### src/rtl/cxd_sched.sv
// CX/D scheduler: packs valid arrange-cell lanes into a FIFO on BPC ticks and
// feeds the MQ coder one pair per cycle, with end-of-code-block drain sequencing.
module cxd_sched #(
  parameter int LANES = 4,
  parameter int DEPTH = 16,
  parameter int CW    = 8,
  localparam int AW    = $clog2(DEPTH),
  localparam int CNT_W = AW + 1
) (
  input  logic                  clk_dwt,
  input  logic                  rst,
  input  logic                  rst_syn,
  input  logic                  pos_clk_bpc,
  input  logic [LANES*CW-1:0]   lane_cxd,
  input  logic [LANES-1:0]      lane_vld,
  input  logic                  flush_req,
  input  logic                  mq_rdy,
  output logic                  stall_vld,
  output logic [CW-1:0]         cxd_out,
  output logic                  cxd_out_vld,
  output logic                  flush_done,
  output logic [CNT_W-1:0]      fifo_cnt
);

  typedef enum logic [1:0] {
    IDLE  = 2'd0,
    RUN   = 2'd1,
    DRAIN = 2'd2,
    DONE  = 2'd3
  } state_t;

  localparam logic [CNT_W-1:0] STALL_TH = CNT_W'(DEPTH - LANES);

  state_t                state_q, state_d;
  logic [AW-1:0]         wr_ptr_q, wr_ptr_d;
  logic [AW-1:0]         rd_ptr_q, rd_ptr_d;
  logic [CNT_W-1:0]      cnt_q, cnt_d;
  logic                  stall_q, stall_d;
  logic [CW-1:0]         mem_q [DEPTH];
  logic [CW-1:0]         mem_d [DEPTH];

  logic                  wr_en_s;
  logic                  pop_s;
  logic [CNT_W-1:0]      n_s;
  logic [CNT_W-1:0]      wr_add_s;
  logic [AW-1:0]         off_s;

  assign wr_en_s = pos_clk_bpc & ~stall_q & (state_q != DRAIN);
  assign pop_s   = (cnt_q != '0) & mq_rdy;

  always_comb begin
    n_s = '0;
    for (int i = 0; i < LANES; i++) begin
      n_s = n_s + CNT_W'(lane_vld[i]);
    end
    wr_add_s = wr_en_s ? n_s : '0;
  end

  // State register.
  always_ff @(posedge clk_dwt or posedge rst) begin
    if (rst) begin
      state_q <= IDLE;
    end else begin
      state_q <= state_d;
    end
  end

  // Next-state logic; a flush with data still queued in IDLE drains like RUN.
  always_comb begin
    state_d = state_q;
    case (state_q)
      IDLE: begin
        if (flush_req) begin
          state_d = (cnt_d == '0) ? DONE : DRAIN;
        end else if (wr_add_s != '0) begin
          state_d = RUN;
        end else begin
          state_d = IDLE;
        end
      end
      RUN: begin
        state_d = flush_req ? DRAIN : RUN;
      end
      DRAIN: begin
        state_d = (cnt_d == '0) ? DONE : DRAIN;
      end
      DONE: begin
        state_d = IDLE;
      end
      default: begin
        state_d = IDLE;
      end
    endcase
    if (rst_syn) begin
      state_d = IDLE;
    end
  end

  // Outputs decoded from registered state and occupancy.
  always_comb begin
    flush_done  = (state_q == DONE);
    cxd_out_vld = (cnt_q != '0);
    cxd_out     = (cnt_q != '0) ? mem_q[rd_ptr_q] : '0;
    stall_vld   = stall_q;
    fifo_cnt    = cnt_q;
  end

  // Datapath: lanes packed lane0-first at wr_ptr, invalid lanes skipped.
  always_comb begin
    mem_d = mem_q;
    off_s = '0;
    if (wr_en_s) begin
      for (int i = 0; i < LANES; i++) begin
        if (lane_vld[i]) begin
          mem_d[wr_ptr_q + off_s] = lane_cxd[i*CW +: CW];
          off_s = off_s + AW'(1);
        end
      end
    end
    wr_ptr_d = wr_ptr_q + AW'(wr_add_s);
    rd_ptr_d = rd_ptr_q + AW'(pop_s);
    cnt_d    = cnt_q + wr_add_s - CNT_W'(pop_s);
    if (rst_syn) begin
      wr_ptr_d = '0;
      rd_ptr_d = '0;
      cnt_d    = '0;
      for (int i = 0; i < DEPTH; i++) begin
        mem_d[i] = '0;
      end
    end
  end

  // Stall leaves room for a full tick of lanes at every accepted write.
  always_comb begin
    stall_d = (cnt_d > STALL_TH) | (state_d == DRAIN);
    if (rst_syn) begin
      stall_d = 1'b0;
    end
  end

  always_ff @(posedge clk_dwt or posedge rst) begin
    if (rst) begin
      wr_ptr_q <= '0;
      rd_ptr_q <= '0;
      cnt_q    <= '0;
      stall_q  <= 1'b0;
      for (int i = 0; i < DEPTH; i++) begin
        mem_q[i] <= '0;
      end
    end else begin
      wr_ptr_q <= wr_ptr_d;
      rd_ptr_q <= rd_ptr_d;
      cnt_q    <= cnt_d;
      stall_q  <= stall_d;
      for (int i = 0; i < DEPTH; i++) begin
        mem_q[i] <= mem_d[i];
      end
    end
  end

endmodule

### config.mk
export PLATFORM = sky130hd
export DESIGN_NAME = cxd_sched
export DESIGN_NICKNAME = d
export VERILOG_FILES = /design/src/rtl/cxd_sched.sv
export SDC_FILE = /design/constraint.sdc
export NUM_CORES = 1
export LEC_CHECK = 0
export CAP_MARGIN = 40
export CELL_PAD_IN_SITES_DETAIL_PLACEMENT = 2
export CELL_PAD_IN_SITES_GLOBAL_PLACEMENT = 2
export CORE_ASPECT_RATIO = 2
export CORE_MARGIN = 1.5
export CORE_UTILIZATION = 35
export CTS_CLUSTER_DIAMETER = 200
export CTS_CLUSTER_SIZE = 12
export DETAILED_ROUTE_END_ITERATION = 7
export HOLD_SLACK_MARGIN = 0.06
export PLACE_DENSITY_LB_ADDON = 0.1
export SYNTH_ARGS = -nofsm -noshare
export SYNTH_HDL_FRONTEND = slang
export SYNTH_SLANG_ARGS = --single-unit
### constraint.sdc
create_clock -name clk_dwt -period 4.28 [get_ports clk_dwt]
set_input_delay 0.642 -clock clk_dwt [delete_from_list [all_inputs] [get_ports clk_dwt]]
set_output_delay 0.642 -clock clk_dwt [all_outputs]
set_load 0.05 [all_outputs]
==> run_results.csv <==
group,metric,value,unit
finish,instances_no_fill,2025,
timing,skew,0.0121,ns
clocking,clock_path_buffers,2,
clocking,cts_resized,0,
floorplan,io_pins,58,
floorplan,dieArea,38500,um^2
finish,nFillCells,4046,
routing,drt-pass1-iter-count,7,
finish,diodes,0,
routing,vias,13500,
timing,final_hold_viol_count,0,
floorplan,core,36500,um^2
yosys,ys_warn_count,0,
run_status,violations,"DRC",
place,dp_cells,1995,
routing,routed.top_layer,"met4",
critical_path,critical_path.max_fanout,19,
floorplan,fp-row-count,99,
yosys,synth.area.top_cells,"dfrtp_1 28%, mux4_2 6.7%, mux2i_1 5.8%",
yosys,syn-num-nets,1548,
grt,grt_max_degree,76,
timing,finalCritPeriodShare,95.7,%
timing,fin_tns_setup,0,ns
hold_path,hp-class,"in -> async",
clocking,cts_sinks,144,
place,gp_congestion,0.893,
yosys,netlist_instances,1478,
timing,finalSetupViolCount,0,
routing,drc,2,
clocking,hold_buffers,0,
yosys,synth_common_cells,"190 x nand2_1, 144 x dfrtp_1, 131 x nor2_1",
clocking,cts_buffers,17,
yosys,syn_area,13000,um^2
timing,rsz0062_at_grt,"no",
clocking,worstSkewPairLatency,0.47,ns
yosys,synth_cell_types,71,
pwr,p_switching,2.61,mW
routing,drt_iter0_markers,843,
yosys,ys.flop_type,"dfrtp_1",
pwr,p_seq_share,26.4,%
yosys,ys_ff_latch,144,
critical_path,worst_path_max_delay_cell,"dfrtp_2",
timing,fmax,244,MHz
place,portBuffers,57,
routing,m1WireLength,23.9,mm
pwr,leakage,6.34,nW
clocking,cts-htree-levels,4,
timing,hold_slack,0.458,ns
clocking,cts_tree,"built",
yosys,synth_edf_count,0,
yosys,yosysTopAreaCellShare,27.7,%
grt,first_global_vias,15100,
critical_path,cp-start-kind,"flip-flop",
routing,drt-total-wl,66.7,mm
pwr,clkPwrFrac,27.4,%
pwr,finalPower,5.99,mW
critical_path,path_cells,"buf_4, mux4_2, mux4_2, nor2b_1, clkdlybuf4s50_1",
pwr,switching_share,43.6,%
grt,grt-ovfl-total,0,
pwr,p_int,3.38,mW
yosys,synthArstFlopShare,100,%
timing,maxSlewHeadroom,34.1,%
pwr,power_density,387,nW/um^2
yosys,synth_seq_area_share,27.7,%
yosys,syn_area_per_cell,8.81,um^2
routing,routedWlPerCell,32.9,um
floorplan,start_util,35.6,%
floorplan,die_y,276,um
critical_path,worst-endpoint-required,3.64,ns
critical_path,arrival,3.45,ns
finish,drive_above_1_share,23.1,%
critical_path,slowest_delay,0.90,ns
routing,ant_nets,0,
timing,period_needed,4.10,ns
grt,grt_pass1_wl,99.6,mm
timing,tightestPinTransition,0.986,ns
timing,maxSlewViolCount,0,
pwr,ir_worst_vdd,308,uV
critical_path,crit_top_cell,"mux4_2",
yosys,yosysMostFrequentCell,"nand2_1",
clocking,cts_setup_buffers,0,
pwr,combPwrFrac,46.2,%
place,place_hpwl,49.7,mm
routing,dr_wl_met2,35.5,mm
critical_path,critPathCaptureType,"primary output",
grt,antenna_found_initial,1,
clocking,cts-root-buf,"clkbuf_16",
finish,nets,1630,
finish,syn2layout_area_growth,18.9,%
critical_path,path_class,"reg -> out",
run,maxCapViolCount,0,
run_status,outcome,"complete, but fails checks",
floorplan,die_x,139,um
clocking,clk_pin_slew,0.07,ns
routing,viasPerCell,6.69,
yosys,yosysTopAreaCell,"dfrtp_1",
routing,wl_met3,2.33,mm
grt,grtUsageTotal,35.3,%
## area by class of cell
type                       instances  area (um^2)  area share, %
multi-input combinational       1191         8870           57.3
sequential                       144         3610           23.3
timing repair buffer             179         1730           11.2
tap                              454          568           3.67
clock buffer                      20          467           3.01
clock inverter                    10          136          0.881
inverter                          27          105          0.679
## logic make-up after synthesis
family	synth area share [%]
xor+xnor	0.740
flops	27.7
mux	19.2
buf+inv	4.56
fa+ha+maj	2.98
simple gates	18.2
compound gates	26.7
## cell usage in the layout, fill, tap and decap left out, types with 56 or more instances in the layout
cell	instances
nand2_1	190
clkdlybuf4s50_1	56
buf_4	100
a221oi_1	63
o21ai_1	69
mux2i_1	75
dfrtp_1	142
mux2_2	63
a21oi_1	79
nor2_1	129
o221ai_1	64
o211ai_1	60
## critical path: cells and delay by family, from the launching register on
family                 cells  cell delay, ns
and+or+nand+nor            1            0.15
buffers and inverters      2            1.03
muxes                      2            0.90
DFF                        1            0.90
## registers in the layout (all words and copies together) (netlist names)
name / cells
stall_vld: 1
mem_q: 128
rd_ptr_q: 4
fifo_cnt: 5
wr_ptr_q: 4
state_q: 2
## power groups by stage
| stage | clock network (mW) | registers [mW] | logic, mW |
|---|---|---|---|
| after floorplan | 0 | 1.61 | 1.62 |
| after global placement | 0 | 1.59 | 2.64 |
| after detailed placement | 0 | 1.60 | 2.74 |
| after CTS | 1.67 | 1.57 | 2.76 |
| after global routing | 1.70 | 1.59 | 2.94 |
| final | 1.64 | 1.58 | 2.77 |
## layer usage
| metal | vias up | GRT usage (%) |
|---|---|---|
| met2 | 490 | 65.9 |
| met4 | 0 | 24.7 |
| met3 | 258 | 3.52 |
| met1 | 7029 | 37.0 |
| li1 | 5769 | - |
| met5 | - | 0 |
## through the flow
step	cell area (um^2)	worst slack (ns)	util [%]
after floorplan	13000	0.866	-
after global placement	14700	0.0855	40.1
after detailed placement	14900	0.0564	40.7
after CTS	15500	0.262	42.4
after global routing	15500	0.223	42.4
final	15500	0.183	42.4
## path summary, 6_finish.rpt
| kind | startpoint | endpoint | cells after the start | slack, ns |
|---|---|---|---|---|
| max in group asynchronous | rst | mem_q[8]$_DFFE_PP0P_ | 3 | 3.06 |
| worst max-delay path | rd_ptr_q[1]$_DFF_PP0_ | cxd_out[1] | 5 | 0.18 |
| worst min-delay path | rst | mem_q[86]$_DFFE_PP0P_ | 2 | 0.46 |
| min in group clk_dwt | mem_q[40]$_DFFE_PP0P_ | mem_q[40]$_DFFE_PP0P_ | 2 | 0.52 |
| worst min register to register | mem_q[40]$_DFFE_PP0P_ | mem_q[40]$_DFFE_PP0P_ | 2 | 0.52 |
| worst max register to register | wr_ptr_q[1]$_DFF_PP0_ | mem_q[74]$_DFFE_PP0P_ | 6 | 0.90 |
Note: power is estimated with default switching activity, not from simulation.
==> variant (same settings) <==
Make the reset (`rst`) synchronous in 2 clocked blocks.
--- a/src/rtl/cxd_sched.sv
+++ b/src/rtl/cxd_sched.sv
@@ -58,5 +58,5 @@
 
   // State register.
-  always_ff @(posedge clk_dwt or posedge rst) begin
+  always_ff @(posedge clk_dwt) begin
     if (rst) begin
       state_q <= IDLE;
@@ -139,5 +139,5 @@
   end
 
-  always_ff @(posedge clk_dwt or posedge rst) begin
+  always_ff @(posedge clk_dwt) begin
     if (rst) begin
       wr_ptr_q <= '0;
Function: changed (Yosys sat finds a counterexample within 4 cycles, from zero or initial values and one cycle with rst high; the reset may be asserted at any time).
==> variant against the unedited design <==
Non-clock buffer count decreased by 3; sequential cell count stayed put; synthesized cell count fell by 0.41%; total power fell by 7.8%; area after synthesis shrank 8.2%; cell area down 7.9%; cell count decreased by 1.8%; routed wire length fell by 9.1%; global-route usage fell by 0.65 points; first-iteration DRC count shrank 15%; register-to-register slack worse by 0.09 ns; worst setup slack improved by 0.15 ns; highest routed layer is now met5.
==> variant: results (changes against the unedited design) <==
Clock tree
  – Clk buf depth: 2 (unchanged)
  – H-tree Lvls: 4 (unchanged)

Global routing
  – First-pass GRT wire length: 90.8 mm (-8.9%)
  – Vias in the first global route: 14500 (-4.2%)
  – Largest net degree at the start of global routing: 121 (+59%)
  – Tot GR Track Use: 0.347 (-0.00647)

Synthesis
  – Synth top cells by count: a21oi_1, dfxtp_1, o21ai_0, nand2_1, clkbuf_1
  – Post-synth ARST share: 0 (-1.00)
  – Post-synthesis xor/xnor area fraction: 0.00942 (+0.00202)
  – Mux cell area share after synthesis: 0.212 (+0.0203)
  – Synthesized area per cell: 8.12 um^2 (-7.8%)
  – Syn Nets: 1542 (-0.39%)
  – Synth Area in Adders: 0.0324 (+0.00267)
  – Netlist cell types: 72 (+1.4%)
  – Yosys Warn Count: 0 (unchanged)
  – Compound-Gate Fraction of Synth Area: 0.290 (+0.0229)
  – Post-synthesis sequential area ratio: 0.241 (-0.0355)
  – Most used DFF post-synth: dfxtp_1

Drt
  – Drt pass-1 iters: 4 (-3)
  – WL/cell: 30.5 um (-7.4%)
  – Vias/cell: 6.56 (-2.0%)
  – DRT iter0 DRCs: 719 (-15%)

Critical path
  – Top delay family on crit path: compound AO/OA/AOI/OAI gates
  – R2R depth: 14 (+8)
  – Crit Path Max Fanout: 8 (-11)
  – Worst path max stage delay: 0.67 ns (-0.23 ns)
  – CP arrival: 4.34 ns (+0.89 ns)

STA
  – Worst Skew: 0.0107 ns (-0.00131 ns)
  – Worst-Margin Slew: 0.958 ns (-0.0276 ns)

Cells and area
  – Layout Nets: 1609 (-1.3%)
  – Layout cells sized above 1: 0.214 (-0.0171)
  – Finished Layout Cells: 1988 (-1.8%)

Placed design
  – Hpwl dp: 45.4 mm (-8.7%)
  – Worst slack, placed: -0.101 ns (-0.157 ns)
  – DP Area: 13700 um^2 (-8.2%)
  – Gpl congestion: 0.866 (-2.9%)

Run status
  – Status: completed

Power and ir drop
  – Leakage: 0.00509 uW (-20%)
  – VDD IR max: 0.000326 V (+5.7%)

Min path
  – Hold Crit Class: reg2reg
## variant: changes by cell type in the layout (fill, tap and decap cells not counted), sizes merged, moves of 15 or more
cell	unedited run	this run
a21oi	80	157
dfrtp	144	0
nand3	33	92
o21ai	87	170
a2111oi	0	15
nand2	196	108
o22ai	17	0
a31oi	1	71
o221ai	64	0
dfxtp	0	144
nor2	140	87
a221oi	64	17
mux2i	75	90
or2	40	19
## variant: worst reg2reg max path, cell delays in order (launching register included)
cell	delay [ns]
dfxtp_1	0.34
or4_1	0.55
nor2_1	0.15
nor2b_1	0.11
ha_1	0.30
inv_1	0.06
ha_1	0.17
inv_1	0.06
fa_1	0.41
inv_1	0.07
a21o_1	0.11
a21oi_1	0.07
xnor2_1	0.16
or4b_2	0.64
o2bb2ai_1	0.15
## variant: final cells by class
cell class,count,area (um^2)
clock buffers,20,467
fillers,3816,19400
inverters,25,93.8
flip-flops and latches,144,2890
repair buffers,176,1640
multi-input cells,1175,8490
well taps,436,546
clock inverters,12,130
## variant: power breakdown
part	switching [uW]	internal, uW	total (uW)	leakage, uW
logic	1450	869	2320	0.00362
clock network	703	907	1610	0.000293
registers	119	1480	1600	0.00117
total	2270	3260	5530	0.00509
## variant: final timing paths
check / startpoint / slack [ns] / end
worst min-delay path: mem_q[103] / 0.58 / mem_q[103]
worst max register to register: fifo_cnt[0] / 0.81 / stall_vld
worst max-delay path: lane_vld[1] / 0.33 / mem_q[126]
worst min register to register: mem_q[103] / 0.58 / mem_q[103]
## variant: per-layer routing
metal	wire [um]	part of all wire	up-vias	track usage
met1	21700	0.36	6668	0.355
met4	4980	0.082	2	0.258
met5	8	0.00013	-	0
li1	-	-	5694	-
met3	1690	0.028	244	0.0316
met2	32300	0.53	426	0.645
